--- src/rtl/csc_pkg.sv ---
// Shared types and constants for the CSC stream controller slice.
// Optional feature macro used by the top: CSC_LINE_STATS_EN (per-line pixel count).
package csc_pkg;

    localparam int CSC_LATENCY_DEF = 4;

    typedef struct packed {
        logic [12:0] y;
        logic [11:0] u;
        logic [11:0] v;
    } yuv_pix_t;

    typedef logic [23:0] rgb_pix_t;

    typedef struct packed {
        logic sof;
        logic eol;
    } pix_tag_t;

    // One output FIFO entry: converted pixel plus its frame/line tags
    typedef struct packed {
        rgb_pix_t rgb;
        pix_tag_t tag;
    } res_word_t;

    // One slot of the tag pipe that shadows the CSC pipeline
    typedef struct packed {
        logic     vld;
        pix_tag_t tag;
    } tag_slot_t;

    typedef enum logic [1:0] {
        WAIT_SOF = 2'd0,
        RUN      = 2'd1,
        DRAIN    = 2'd2
    } ctrl_state_t;

    // Saturating 16-bit increment for the line-length counter
    function automatic logic [15:0] sat_inc16(input logic [15:0] val);
        return (val == 16'hFFFF) ? val : val + 16'd1;
    endfunction

endpackage

--- src/rtl/csc_result_fifo.sv ---
// Synchronous first-word-fall-through FIFO holding converted pixels and tags.
// rd_data always shows the oldest entry; it is only meaningful while !empty.
module csc_result_fifo
    import csc_pkg::*;
#(
    parameter int DEPTH = 8
) (
    input  logic                     clk,
    input  logic                     rst,
    input  logic                     push,
    input  res_word_t                wr_data,
    input  logic                     pop,
    output res_word_t                rd_data,
    output logic                     empty,
    output logic [$clog2(DEPTH):0]   count
);

    localparam int AW = $clog2(DEPTH);
    localparam int CW = AW + 1;

    res_word_t     mem [DEPTH];
    logic [AW-1:0] wr_ptr;
    logic [AW-1:0] rd_ptr;
    logic          full;
    logic          do_push;
    logic          do_pop;

    assign empty   = (count == '0);
    assign full    = (count == CW'(DEPTH));
    assign do_pop  = pop && !empty;
    // A pop in the same cycle frees the slot, so a full FIFO can still take a write
    assign do_push = push && (!full || do_pop);
    assign rd_data = mem[rd_ptr];

    // Storage write; contents need no reset because count gates visibility
    always_ff @(posedge clk) begin
        if (do_push) begin
            mem[wr_ptr] <= wr_data;
        end
    end

    // Pointer and occupancy bookkeeping
    always_ff @(posedge clk) begin
        if (rst) begin
            wr_ptr <= '0;
            rd_ptr <= '0;
            count  <= '0;
        end else begin
            if (do_push) wr_ptr <= wr_ptr + AW'(1);
            if (do_pop)  rd_ptr <= rd_ptr + AW'(1);
            case ({do_push, do_pop})
                2'b10:   count <= count + CW'(1);
                2'b01:   count <= count - CW'(1);
                default: count <= count;
            endcase
        end
    end

endmodule

--- src/rtl/csc_stream_ctrl.sv ---
// Scheduler around the free-running yuv_to_rgb converter: admits YUV pixels,
// shadows the CSC pipeline with a tag pipe, and buffers results for the scaler.
// Optional macro CSC_LINE_STATS_EN adds line_len / line_len_vld outputs.
//
// state    | meaning
// ---------+-----------------------------------------------------------------
// WAIT_SOF | hunting for start of frame; non-SOF input is accepted and dropped
// RUN      | every accepted pixel is issued into the CSC
// DRAIN    | input closed; waiting for in-flight pixels to land in the FIFO
module csc_stream_ctrl
    import csc_pkg::*;
#(
    parameter int CSC_LATENCY = CSC_LATENCY_DEF,
    parameter int FIFO_DEPTH  = 8
) (
    input  logic        clk,
    input  logic        rst,
    input  logic        en,
    input  logic        s_valid,
    output logic        s_ready,
    input  logic [12:0] s_y,
    input  logic [11:0] s_u,
    input  logic [11:0] s_v,
    input  logic        s_sof,
    input  logic        s_eol,
    output logic [12:0] csc_y,
    output logic [11:0] csc_u,
    output logic [11:0] csc_v,
    input  logic [23:0] csc_rgb,
    output logic        m_valid,
    input  logic        m_ready,
    output logic [23:0] m_rgb,
    output logic        m_sof,
    output logic        m_eol
`ifdef CSC_LINE_STATS_EN
    ,
    output logic [15:0] line_len,
    output logic        line_len_vld
`endif
);

    localparam int            CW        = $clog2(FIFO_DEPTH) + 1;
    localparam logic [CW:0]   DEPTH_LIM = (CW+1)'(FIFO_DEPTH);

    ctrl_state_t   state;
    ctrl_state_t   state_nxt;
    tag_slot_t     tag_pipe [CSC_LATENCY];
    yuv_pix_t      csc_q;
    res_word_t     fifo_wr;
    res_word_t     fifo_rd;
    logic          fifo_empty;
    logic [CW-1:0] fifo_count;
    logic [CW-1:0] inflight;
    logic          credit;
    logic          issue;
    logic          retire;

    // Every issued pixel already owns a FIFO slot, so downstream stalls never lose data
    assign credit = ({1'b0, inflight} + {1'b0, fifo_count}) < DEPTH_LIM;
    assign retire = tag_pipe[CSC_LATENCY-1].vld;

    // Next-state, admission and issue decode
    always_comb begin
        state_nxt = state;
        s_ready   = 1'b0;
        issue     = 1'b0;
        case (state)
            WAIT_SOF: begin
                // With en low, keep upstream flowing and throw the input away
                s_ready = en ? credit : 1'b1;
                if (s_valid && s_ready && en && s_sof) begin
                    issue     = 1'b1;
                    state_nxt = RUN;
                end
            end
            RUN: begin
                s_ready = credit;
                if (s_valid && s_ready) begin
                    issue = 1'b1;
                    if (!en && s_eol) state_nxt = DRAIN;
                end
            end
            DRAIN: begin
                if (inflight == '0) state_nxt = WAIT_SOF;
            end
            default: state_nxt = WAIT_SOF;
        endcase
        if (rst) begin
            s_ready = 1'b0;
            issue   = 1'b0;
        end
    end

    // State register
    always_ff @(posedge clk) begin
        if (rst) state <= WAIT_SOF;
        else     state <= state_nxt;
    end

    // CSC input register: issued pixel, otherwise black
    always_ff @(posedge clk) begin
        if (rst || !issue) csc_q <= '0;
        else               csc_q <= {s_y, s_u, s_v};
    end

    // Tag pipe tracking which CSC output slots carry real pixels
    always_ff @(posedge clk) begin
        if (rst) begin
            for (int i = 0; i < CSC_LATENCY; i++) tag_pipe[i] <= '0;
        end else begin
            tag_pipe[0] <= issue ? {1'b1, s_sof, s_eol} : '0;
            for (int i = 1; i < CSC_LATENCY; i++) tag_pipe[i] <= tag_pipe[i-1];
        end
    end

    // Pixels inside the CSC pipeline and not yet in the FIFO
    always_ff @(posedge clk) begin
        if (rst) begin
            inflight <= '0;
        end else begin
            case ({issue, retire})
                2'b10:   inflight <= inflight + CW'(1);
                2'b01:   inflight <= inflight - CW'(1);
                default: inflight <= inflight;
            endcase
        end
    end

    assign fifo_wr = {csc_rgb, tag_pipe[CSC_LATENCY-1].tag};

    csc_result_fifo #(
        .DEPTH (FIFO_DEPTH)
    ) u_fifo (
        .clk     (clk),
        .rst     (rst),
        .push    (retire),
        .wr_data (fifo_wr),
        .pop     (m_valid && m_ready),
        .rd_data (fifo_rd),
        .empty   (fifo_empty),
        .count   (fifo_count)
    );

    assign csc_y   = csc_q.y;
    assign csc_u   = csc_q.u;
    assign csc_v   = csc_q.v;
    assign m_valid = !fifo_empty;
    assign m_rgb   = fifo_rd.rgb;
    assign m_sof   = fifo_rd.tag.sof;
    assign m_eol   = fifo_rd.tag.eol;

`ifdef CSC_LINE_STATS_EN
    logic [15:0] line_cnt;
    logic [15:0] line_cnt_inc;

    assign line_cnt_inc = sat_inc16(line_cnt);

    // Per-line issued-pixel count, published with a one-cycle strobe at EOL
    always_ff @(posedge clk) begin
        if (rst) begin
            line_cnt     <= '0;
            line_len     <= '0;
            line_len_vld <= 1'b0;
        end else begin
            line_len_vld <= 1'b0;
            if (state_nxt == WAIT_SOF && state != WAIT_SOF) begin
                line_cnt <= '0;
            end else if (issue) begin
                if (s_eol) begin
                    line_len     <= line_cnt_inc;
                    line_len_vld <= 1'b1;
                    line_cnt     <= '0;
                end else begin
                    line_cnt <= line_cnt_inc;
                end
            end
        end
    end
`endif

endmodule
--- config.mk ---
export PLATFORM = sky130hd
export DESIGN_NAME = csc_stream_ctrl
export DESIGN_NICKNAME = d
export VERILOG_FILES = /design/src/rtl/csc_pkg.sv /design/src/rtl/csc_result_fifo.sv /design/src/rtl/csc_stream_ctrl.sv
export SDC_FILE = /design/constraint.sdc
export NUM_CORES = 1
export LEC_CHECK = 0
export CAP_MARGIN = 0
export CORE_MARGIN = 5
export CORE_UTILIZATION = 40
export CTS_CLUSTER_SIZE = 28
export DETAILED_ROUTE_END_ITERATION = 7
export GPL_TIMING_DRIVEN = 0
export HOLD_SLACK_MARGIN = 0.06
export PLACE_DENSITY = 0.73
export REMOVE_ABC_BUFFERS = 1
export SLEW_MARGIN = 20
export SYNTH_ARGS = -nofsm -noshare
export SYNTH_HDL_FRONTEND = slang
export SYNTH_HIERARCHICAL = 1
export SYNTH_SLANG_ARGS = --single-unit
--- constraint.sdc ---
create_clock -name clk -period 4.1 [get_ports clk]
set_clock_uncertainty 0.05 [all_clocks]
set_input_delay 0.82 -clock clk [delete_from_list [all_inputs] [get_ports clk]]
set_output_delay 0.82 -clock clk [all_outputs]
set_load 0.03 [all_outputs]
== Yosys cells after proc, flatten, opt, wreduce, memory -nomap -nowiden ==
Memories as Yosys holds them, arrays and structs flattened. A register that Yosys moved wholly into a read port is not among the register bits.
Cells that the tools add are included.

* Logic and storage cells: 79
* Memories: 2
* Bits of input ports: 68
* Memory bits (writable): 220
* Bits in registers: 53

* Bitwise operators: 4
* $add $sub $neg: 7
* Magnitude comparators: 1
* Reductions and logical operators: 20
* Equal/unequal tests: 11
* Multiplexer cells: 26

{| class="wikitable"
|+ Memory list
! name !! depth !! width !! read ports !! clocked after Yosys merged registers in !! write ports !! line !! text
|-
| u_fifo.mem || 8 || 26 || 1 || 1 || 1 || csc_result_fifo.sv:21 || <nowiki>res_word_t mem [DEPTH];</nowiki>
|-
| tag_pipe || 4 || 3 || 4 || 0 || 4 || csc_stream_ctrl.sv:47 || <nowiki>tag_slot_t tag_pipe [CSC_LATENCY];</nowiki>
|}

{| class="wikitable"
|+ Operator list
! kind !! count
|-
| $mux 3 || 7
|-
| $pmux 4 s2 || 2
|-
| $mux 1 || 10
|-
| $add 4x1->4 const B || 2
|-
| $logic_and 1x1->1 || 8
|-
| $logic_not 4->1 || 2
|-
| $mux 2 || 4
|-
| $ne 2x2->1 const B || 4
|-
| $sub 4x1->4 const B || 2
|-
| $add 3x1->3 const B || 2
|-
| $eq 2x1->1 const B || 3
|-
| $eq 2x2->1 const B || 3
|-
| $pmux 2 s3 || 1
|-
| $add 4x4->5 || 1
|-
| $lt 5x4->1 const B || 1
|-
| $eq 4x4->1 const B || 1
|-
| $logic_not 1->1 || 4
|-
| $or 1x1->1 || 4
|-
| $pmux 1 s2 || 2
|-
| $reduce_and 4->1 || 1
|-
| $reduce_bool 2->1 || 2
|-
| $logic_not 2->1 || 1
|-
| $logic_or 1x1->1 || 2
|}

== Depth between registers and ports, before layout ==
* Word-level depth: 11
* Mapped depth: 13

== Hierarchy ==
The synthesis kept the hierarchy.

{| class="wikitable"
|+ By module, submodules not included
! module !! instances !! area each (um2) !! cells an instance
|-
| csc_result_fifo || 1 || 8719.6 || 386
|-
| csc_stream_ctrl || 1 || 1751.7 || 157
|}

== Least setup slack after synthesis ==
No wires, ideal clock.

* Path kind: input port to flip-flop
* Start point: input m_ready
* End point: memory u_fifo/mem[0][0] in the netlist's numbering, enable pin
* Slack: 0.118 ns
* Library setup time: 0.442 ns
* Cell stages on the path: 6
* Path buffers: 1
* Arrival: 3.490 ns
* Cell sequence: nor2b_1 > buf_2 > nand2b_1 > o21ai_2 > or2_2 > nor3_1

* Longest elaborated chain between the ends: 6

{| class="wikitable"
|+ Ends and longest elaborated chain
! item !! line !! text
|-
| start, declared || csc_stream_ctrl.sv:31 || <nowiki>input logic m_ready,</nowiki>
|-
| $logic_and 1x1->1 || csc_stream_ctrl.sv:138 || <nowiki>.pop (m_valid && m_ready),</nowiki>
|-
| $logic_and 1x1->1 || csc_result_fifo.sv:30 || <nowiki>assign do_pop = pop && !empty;</nowiki>
|-
| $logic_or 1x1->1 || csc_result_fifo.sv:32 || <nowiki>assign do_push = push && (!full || do_pop);</nowiki>
|-
| $logic_and 1x1->1 || csc_result_fifo.sv:32 ||
|-
| $mux 1 || csc_result_fifo.sv:37 || <nowiki>if (do_push) begin</nowiki>
|-
| $mux 1 (not written as such) || csc_result_fifo.sv:38 || <nowiki>mem[wr_ptr] <= wr_data;</nowiki>
|-
| end, declared || csc_result_fifo.sv:21 ||
|}

No other way between the ends.

==> results.sh <==
export IMPL_postSynthCellCount=543
export IMPL_track_usage_pct=13.1
export IMPL_drt_wl_total_um=19500
export IMPL_insertion_delay_ps=530
export IMPL_path_clk_slew_ps=60
export IMPL_antenna_found_initial=0
export IMPL_first_pass_iters=6
export IMPL_grt_pass1_wl_um=29900
export IMPL_worstMarginPinSlew_ps=1020
export IMPL_min_delay_start="tag_pipe[1][1]"
export IMPL_drcViolationCount=0
export IMPL_cts_sinks=276
export IMPL_max_freq_mhz=265
export IMPL_netlist_area_leader_share_pct=59.6
export IMPL_cts_inserted_buffers=28
export IMPL_synth_most_common_cell="edfxtp_1"
export IMPL_synthTopCellsByArea="edfxtp_1, dfxtp_1, mux4_1"
export IMPL_p_sw_share_pct=20.2
export IMPL_utilization_pct=51.6
export IMPL_setup_violations=0
export IMPL_die_y_um=172
export IMPL_p_per_area_nw_per_um2=439
export IMPL_ys_types=43
export IMPL_crit_arrival_ps=2910
export IMPL_syn_area_sq_um=10500
export IMPL_start_util_pct=40.4
export IMPL_grt_overflow_total=0
export IMPL_end_kind="output port"
export IMPL_fin_nets=777
export IMPL_rsz0062_at_grt="false"
export IMPL_post_cts_buffers=0
export IMPL_max_cap_violations=0
export IMPL_hold_worst_slack_ps=384
export IMPL_slew_viol_final=0
export IMPL_drtIter0Drc=377
export IMPL_dieWidth_um=172
export IMPL_worst_ep_required_time_ps=3230
export IMPL_vias=5222
export IMPL_ys_seq_elements=276
export IMPL_clkPwrFrac_pct=42.8
export IMPL_peakVddDrop_v=0.000273
export IMPL_power_frac_seq_pct=51.7
export IMPL_reg2reg_depth=11
export IMPL_grt_max_degree=53
export IMPL_synth_area_per_cell_sq_um=19.3
export IMPL_place_congestion=0.697
export IMPL_total_leakage_power_nw=4.48
export IMPL_slew_headroom_pct=31.7
export IMPL_rows=59
export IMPL_cts_htree_levels=1
export IMPL_dp_hpwl_um=12400
export IMPL_synth_area_leader_cell="edfxtp_1"
export IMPL_core_sq_um=25900
export IMPL_r2r_start="u_fifo/count[3]"
export IMPL_wl_per_cell_um=18.5
export IMPL_ys_seq_area_share_pct=72.6
export IMPL_whs_path_depth=1
export IMPL_cts_tree="done"
export IMPL_die_area_sq_um=29500
export IMPL_synth_common_cells="edfxtp_1, dfxtp_1, mux4_1, and2_1"
export IMPL_synth_edf_count=208
export IMPL_io_buffers=132
export IMPL_internal_power_w=0.00469
export IMPL_hold_class="reg2reg"
export IMPL_worstSetupStartpointType="flop"
export IMPL_post_route_period_util_pct=92.2
export IMPL_synth_top_flop_cell="edfxtp_1"
export IMPL_cts_repair_resized=0
export IMPL_cts_path_max_buffers=3
export IMPL_ys_warn_count=6
export IMPL_vias_per_cell=4.95
export IMPL_worst_path_max_fanout=36
export IMPL_diodes=0
export IMPL_finalHoldViolations=0
export IMPL_grt_pass1_vias=5404
export IMPL_power_frac_comb_pct=5.5
export IMPL_switchingPower_w=0.00119
export IMPL_cts_root_buf="clkbuf_16"
export IMPL_critical_path_class="reg2out"
export IMPL_cts_hold_buf=0
export IMPL_drive_gt1_share_pct=15.4
export IMPL_status="completed"
export IMPL_async_reset_ff_share_pct=0
export IMPL_post_route_min_period_ps=3780
export IMPL_area_growth_pct=27.8
export IMPL_postRouteAntennaNets=0
export IMPL_ios=133
per-stage QoR:
| stage | std cells | setup slack, ps | cell area [sq um] | TNS (ps) | total power, W |
|---|---|---|---|---|---|
| finish | 1054 | 319 | 13400 | 0 | 0.00588 |
| global route | 1054 | 201 | 13400 | 0 | 0.00611 |
| CTS | 1054 | 45.9 | 13400 | 0 | 0.00597 |
| detailed placement | 1002 | -539 | 12400 | -669 | 0.00343 |
| global placement | 985 | -2710 | 12100 | -346900 | 0.00342 |
| floorplan | 518 | -41.3 | 10300 | -1070 | 0.00326 |
final cells by class:
class	instances	area (sq um)
Tap cell	335	419
Clock inverter	15	173
Multi-Input combinational cell	232	2740
Inverter	10	37.5
Timing Repair Buffer	149	1630
Fill cell	2068	12500
Clock buffer	37	767
Sequential cell	276	7620
metal layers:
metal  wire length, um  track usage, %  vias up
li1                  -               -     2468
met1              8070            16.9     2578
met2              9480            22.0      149
met3              1590            4.18       27
met4               393            3.14        0
met5                 0               0        -
worst max-delay path, cell delays in order, from the launching register on:
cell and delay, ps:
dfxtp_4 550, buf_16 300, mux4_1 590, mux2_2 320, clkdlybuf4s50_1 610
registers in the layout, summed over array words and instances, names as in the netlist, named ones only:
| signal | cells |
|---|---|
| csc_u | 12 |
| csc_y | 13 |
| u_fifo/mem | 208 |
| state | 2 |
| u_fifo/wr_ptr | 3 |
| inflight | 4 |
| u_fifo/count | 4 |
| tag_pipe | 12 |
| csc_v | 12 |
| u_fifo/rd_ptr | 3 |
logic make-up after synthesis:
logic type	count (synthesis)	share of synthesized area, %
buffers and inverters	35	1.78
flip-flops	276	72.6
AND/OR/NAND/NOR	107	5.72
adder cells (fa/ha/maj)	12	1.58
XOR/XNOR	8	0.669
AO/OA/AOI/OAI	24	1.68
multiplexers	81	15.9
worst paths after layout:
check | endpoint | slack, ps
min reg2reg | tag_pipe[2][1] | 380
max reg2reg | inflight[3] | 740
min | tag_pipe[2][1] | 380
max | m_rgb[20] | 320
power groups by stage:
stage | sequential (W) | clock (W) | combinational, W
after floorplan | 0.00313 | 0 | 0.000124
after global placement | 0.00311 | 0 | 0.000308
after detailed placement | 0.00310 | 0 | 0.000326
after CTS | 0.00304 | 0.00260 | 0.000327
after global routing | 0.00304 | 0.00272 | 0.000346
final | 0.00304 | 0.00252 | 0.000322
placed cells by master, fill, tap and decap left out, types with 4 or more instances in the layout:
cell type and instances:
and2_1 40, clkinv_2 6, nor2b_1 10, dfxtp_1 65, ha_1 10, inv_1 10
mux4_2 6, nor2_4 6, buf_4 6, clkbuf_16 29, clkinv_1 4, mux4_1 46
clkdlybuf4s50_1 131, nor2_1 20, nand2_1 6, a21oi_1 8, clkbuf_1 6, buf_16 8
mux2_2 26, xor2_1 5, edfxtp_1 208
(Power assumes the default switching activity.)
